**src/rtl/matrix_stream_packer.sv**
```systemverilog
// Collects matrix elements streamed in row-major order into a flat packed operand bus
// and holds the complete matrix until the consumer acknowledges it.
module matrix_stream_packer #(
   parameter int ROWS   = 2,
   parameter int COLS   = 2,
   parameter int ELEM_W = 8
) (
   input  logic                      clk,
   input  logic                      rst,
   input  logic                      start,
   input  logic                      in_valid,
   input  logic [ELEM_W-1:0]         in_data,
   input  logic                      in_last,
   output logic                      in_ready,
   output logic [ROWS*COLS*ELEM_W-1:0] mat_out,
   output logic                      mat_valid,
   input  logic                      consume,
   output logic [$clog2(ROWS):0]     row_idx,
   output logic [$clog2(COLS):0]     col_idx,
   output logic                      err_last
);

   localparam int N   = ROWS * COLS;
   localparam int LEN = N * ELEM_W;
   localparam int RW  = $clog2(ROWS) + 1;
   localparam int CW  = $clog2(COLS) + 1;
   localparam int SW  = $clog2(N) + 1;

   typedef enum logic [1:0] {
      IDLE = 2'd0,
      LOAD = 2'd1,
      FULL = 2'd2
   } state_t;

   state_t          state_r;
   state_t          next_s;
   logic            beat_s;
   logic            accept_start_s;
   logic            last_slot_s;
   logic [SW-1:0]   slot_s;
   logic [LEN-1:0]  mat_r;
   logic [RW-1:0]   row_r;
   logic [CW-1:0]   col_r;
   logic            err_r;

   assign beat_s         = in_valid && (state_r == LOAD);
   assign accept_start_s = start && ((state_r == IDLE) || ((state_r == FULL) && consume));
   assign slot_s         = SW'(row_r) * SW'(COLS) + SW'(col_r);
   assign last_slot_s    = (slot_s == SW'(N - 1));

   // State register
   always_ff @(posedge clk) begin
      if (rst) begin
         state_r <= IDLE;
      end else begin
         state_r <= next_s;
      end
   end

   // Next-state decode
   always_comb begin
      next_s = state_r;
      case (state_r)
         IDLE: begin
            if (start) next_s = LOAD;
            else       next_s = IDLE;
         end
         LOAD: begin
            if (beat_s && (last_slot_s || in_last)) next_s = FULL;
            else                                    next_s = LOAD;
         end
         FULL: begin
            if (consume) next_s = start ? LOAD : IDLE;
            else         next_s = FULL;
         end
         default: next_s = IDLE;
      endcase
   end

   // Output decode from state only, so in_ready has no path from in_valid
   always_comb begin
      in_ready  = 1'b0;
      mat_valid = 1'b0;
      case (state_r)
         IDLE: begin
            in_ready  = 1'b0;
            mat_valid = 1'b0;
         end
         LOAD: begin
            in_ready  = 1'b1;
            mat_valid = 1'b0;
         end
         FULL: begin
            in_ready  = 1'b0;
            mat_valid = 1'b1;
         end
         default: begin
            in_ready  = 1'b0;
            mat_valid = 1'b0;
         end
      endcase
   end

   // Element store, slot indices and sticky framing error; a new load clears everything
   always_ff @(posedge clk) begin
      if (rst || accept_start_s) begin
         mat_r <= '0;
         row_r <= '0;
         col_r <= '0;
         err_r <= 1'b0;
      end else if (beat_s) begin
         for (int i = 0; i < N; i++) begin
            if (slot_s == SW'(i)) begin
               mat_r[ELEM_W*(N-1-i) +: ELEM_W] <= in_data;
            end
         end
         if (col_r == CW'(COLS - 1)) begin
            col_r <= '0;
            row_r <= row_r + RW'(1);
         end else begin
            col_r <= col_r + CW'(1);
         end
         if (last_slot_s != in_last) begin
            err_r <= 1'b1;
         end
      end
   end

   assign mat_out  = mat_r;
   assign row_idx  = row_r;
   assign col_idx  = col_r;
   assign err_last = err_r;

endmodule

```
**config.mk**
```make
export PLATFORM = sky130hd
export DESIGN_NAME = matrix_stream_packer
export DESIGN_NICKNAME = d
export VERILOG_FILES = /design/src/rtl/matrix_stream_packer.sv
export SDC_FILE = /design/constraint.sdc
export NUM_CORES = 1
export LEC_CHECK = 0
export BUFFER_PORTS_ARGS = -buffer_cell sky130_fd_sc_hd__buf_2
export CAP_MARGIN = 25
export CORE_MARGIN = 5
export CORE_UTILIZATION = 25
export DETAILED_ROUTE_END_ITERATION = 8
export SLEW_MARGIN = 20
export SYNTH_ARGS = -nofsm -noshare
export SYNTH_HDL_FRONTEND = slang
export SYNTH_SLANG_ARGS = --single-unit
```
**constraint.sdc**
```tcl
create_clock -name clk -period 1.8 [get_ports clk]
set_input_delay 0.09 -clock clk [delete_from_list [all_inputs] [get_ports clk]]
set_output_delay 0.09 -clock clk [all_outputs]
set_load 0.02 [all_outputs]
```
==> flow_summary.json <==
{
  "cts_setup_buffers": 0,
  "finalPower_mw": 1.634,
  "layout_min_cycle_time_ns": 1.677,
  "hold_class": "primary input to flip-flop",
  "ys.flop_type": "dfxtp_1",
  "cp_num_buf_inv": 0,
  "root_buffer": "clkbuf_8",
  "slowest_stage": "dfxtp_1",
  "synth_area_leaders": "dfxtp_1, mux2i_1, o211ai_1",
  "max-cap-violations": 0,
  "slew_headroom": 0.6759,
  "clock_latency_ns": 0.29,
  "seqPwrFrac": 0.538,
  "power_switching_mw": 0.4036,
  "clock-sinks": 39,
  "wl_per_cell_um": 15.48,
  "ff2ff_path_depth": 7,
  "synthToLayoutAreaGrowth_pct": 28.57,
  "hold_viol": 0,
  "max_freq_mhz": 596.3,
  "port_buffers": 52,
  "synth_area_sq_mm": 0.001760,
  "hold_path_depth": 3,
  "vias": 1473,
  "cp_num_cells": 7,
  "die_w_um": 93.92,
  "cts_made_buffers": 5,
  "diodes": 0,
  "rsz0062_at_grt": "no",
  "initial_core_util": 0.2577,
  "cp-end-kind": "flip-flop",
  "grt_max_degree": 44,
  "finalCritPeriodShare": 0.9317,
  "max_stage_delay_ns": 0.42,
  "die_area_sq_mm": 0.008820,
  "yosysSeqAreaShare": 0.4435,
  "synth-edff-count": 0,
  "worst_slew_pin_slew_ns": 0.4840,
  "startpoint_type": "flip-flop",
  "drive_gt1_frac": 0.3486,
  "skew_ns": 0.008340,
  "synth_cells": 166,
  "critPathMostFrequentCell": "ha_1",
  "cp_max_fo": 7,
  "pwr-share-clk": 0.365,
  "synth_nets": 182,
  "path_cells": "ha_1, xnor2_1, nand3_1, ha_1, or2b_1, a2bb2oi_1, nor2_1",
  "grt_pass1_wl_mm": 8.031,
  "cts_tree": "done",
  "ir_drop_mv": 0.2177,
  "ys_warn_count": 0,
  "first_global_vias": 1505,
  "p_comb_frac": 0.097,
  "clkTransAtPathRegs_ns": 0.07,
  "power.density_mw_per_mm2": 722.0,
  "finalWirelength_mm": 4.861,
  "switching_share": 0.2470,
  "gr-total-overflow": 0,
  "syn_avg_cell_area_sq_um": 10.61,
  "drt_pre_antenna_iters": 4,
  "critPathArrivalTime_ns": 1.86,
  "ys_seq_elements": 39,
  "netlist.area_leader.share": 0.4435,
  "grt_antenna_before_repair": 0,
  "rrSetupSlack_ns": 0.12,
  "grt_use_total": 0.1174,
  "critPathTopFamily": "adder cells",
  "async_flop_share": 0,
  "initialDrtViolationCount": 59,
  "h-tree-depth": 2,
  "yosysTopAreaCell": "dfxtp_1",
  "place_congestion": 0.7182,
  "clockBufferDepth": 2,
  "ant_nets": 0,
  "p_int_mw": 1.231,
  "yosysUniqueCellTypes": 33,
  "p_leak_nw": 1.111,
  "pin_count": 53,
  "coreArea_sq_mm": 0.006832,
  "dieHeight_um": 93.92,
  "required_ns": 1.98,
  "nNetsFinal": 234,
  "vias_per_cell": 4.691,
  "fin_tns_setup_ns": 0,
  "drv_slew": 0,
  "route.detailed.drc": 0,
  "place_hpwl_mm": 3.474,
  "rows": 30,
  "setup_violations": 0,
  "outcome": "finished clean",
  "path_class": "flip-flop to flip-flop"
}
[cells in the mapped netlist, types with 2 or more instances]
library cell,n
clkbuf_1,7
buf_2,7
nor2_1,4
mux2i_1,32
o211ai_1,40
nor2b_1,2
or3_2,2
nand3_2,2
inv_1,6
a21oi_1,2
dfxtp_1,39
ha_1,2
[worst min-delay path, cell delays in order]
cell	delay, ns
buf_2	0.15
a31oi_1	0.09
nor2_1	0.07
[kinds of logic (layout without fill, tap and decap cells)]
kind of cell	Yosys count	after routing	share of synthesized area
AOI/OAI and AO/OA	50	50	0.2097
DFF	39	39	0.4435
muxes	32	32	0.1819
and+or+nand+nor	20	20	0.08671
xor gates and xnor gates	2	2	0.009952
buffers and inverters	21	73	0.05401
adders and majority gates	2	2	0.01421
[registers in the layout, indices dropped and copies added, names as in the netlist]
signal / flops
state_r: 2
err_last: 1
col_idx: 2
row_idx: 2
mat_out: 32
[per-stage QoR]
step	hold WS (ns)	cell area, sq um	std cells	util	worst slack (ns)
4_1_cts	0.1217	2258	314	0.3306	0.04412
2_1_floorplan	0.1624	1760	166	-	0.05165
6_report	0.1387	2263	314	0.3313	0.1229
3_5_place_dp	0.2978	2161	306	0.3163	0.06150
3_3_place_gp	0.2931	2161	306	0.3163	0.1079
5_1_grt	0.1708	2263	314	0.3313	0.02313
[final cells by class]
type                       count  area, sq um
clock buffer                   6        82.58
clock inverter                 1        5.005
fill                         717         4568
inverter                       6        22.52
multi-input combinational    106        892.1
sequential                    39        780.7
tap                           96        120.1
timing repair buffer          60        360.3
[power groups by stage]
stage	logic, mW	clock network [mW]	registers (mW)
after floorplan	0.0871	0	0.906
final	0.159	0.596	0.879
after detailed placement	0.158	0	0.899
after global placement	0.158	0	0.899
after CTS	0.161	0.618	0.879
after global routing	0.175	0.653	0.881
[per-layer routing]
layer	track usage	vias up	wire, um
met5	0	-	0
met1	0.1624	689	2284
met3	0.04407	7	348
li1	-	736	-
met4	0.02888	0	55
met2	0.1715	41	2173
[placed cells by master, fill, tap and decap left out, types with 2 or more instances in the layout]
cell type / synthesis / final
or3_2: 2 / 2
nand3_2: 2 / 2
nor2_1: 4 / 4
mux2i_1: 32 / 32
ha_1: 2 / 2
a21oi_1: 2 / 2
buf_12: 0 / 3
buf_2: 7 / 52
clkbuf_8: 0 / 6
buf_4: 0 / 4
inv_1: 6 / 6
dfxtp_1: 39 / 39
o211ai_1: 40 / 40
[worst paths after layout]
| path | startpoint | endpoint |
|---|---|---|
| max | col_idx[1] | state_r[0] |
| min | in_valid | err_last |
| max reg2reg | col_idx[1] | state_r[0] |
| min reg2reg | err_last | err_last |
[timing repair]
item                                    in CTS  in global routing
hold endpoints to repair                     2                  0
gates resized for setup                      0                  1
hold buffers                                 1                  0
endpoints found under the setup margin       0                  8
(Power assumes the default switching activity.)
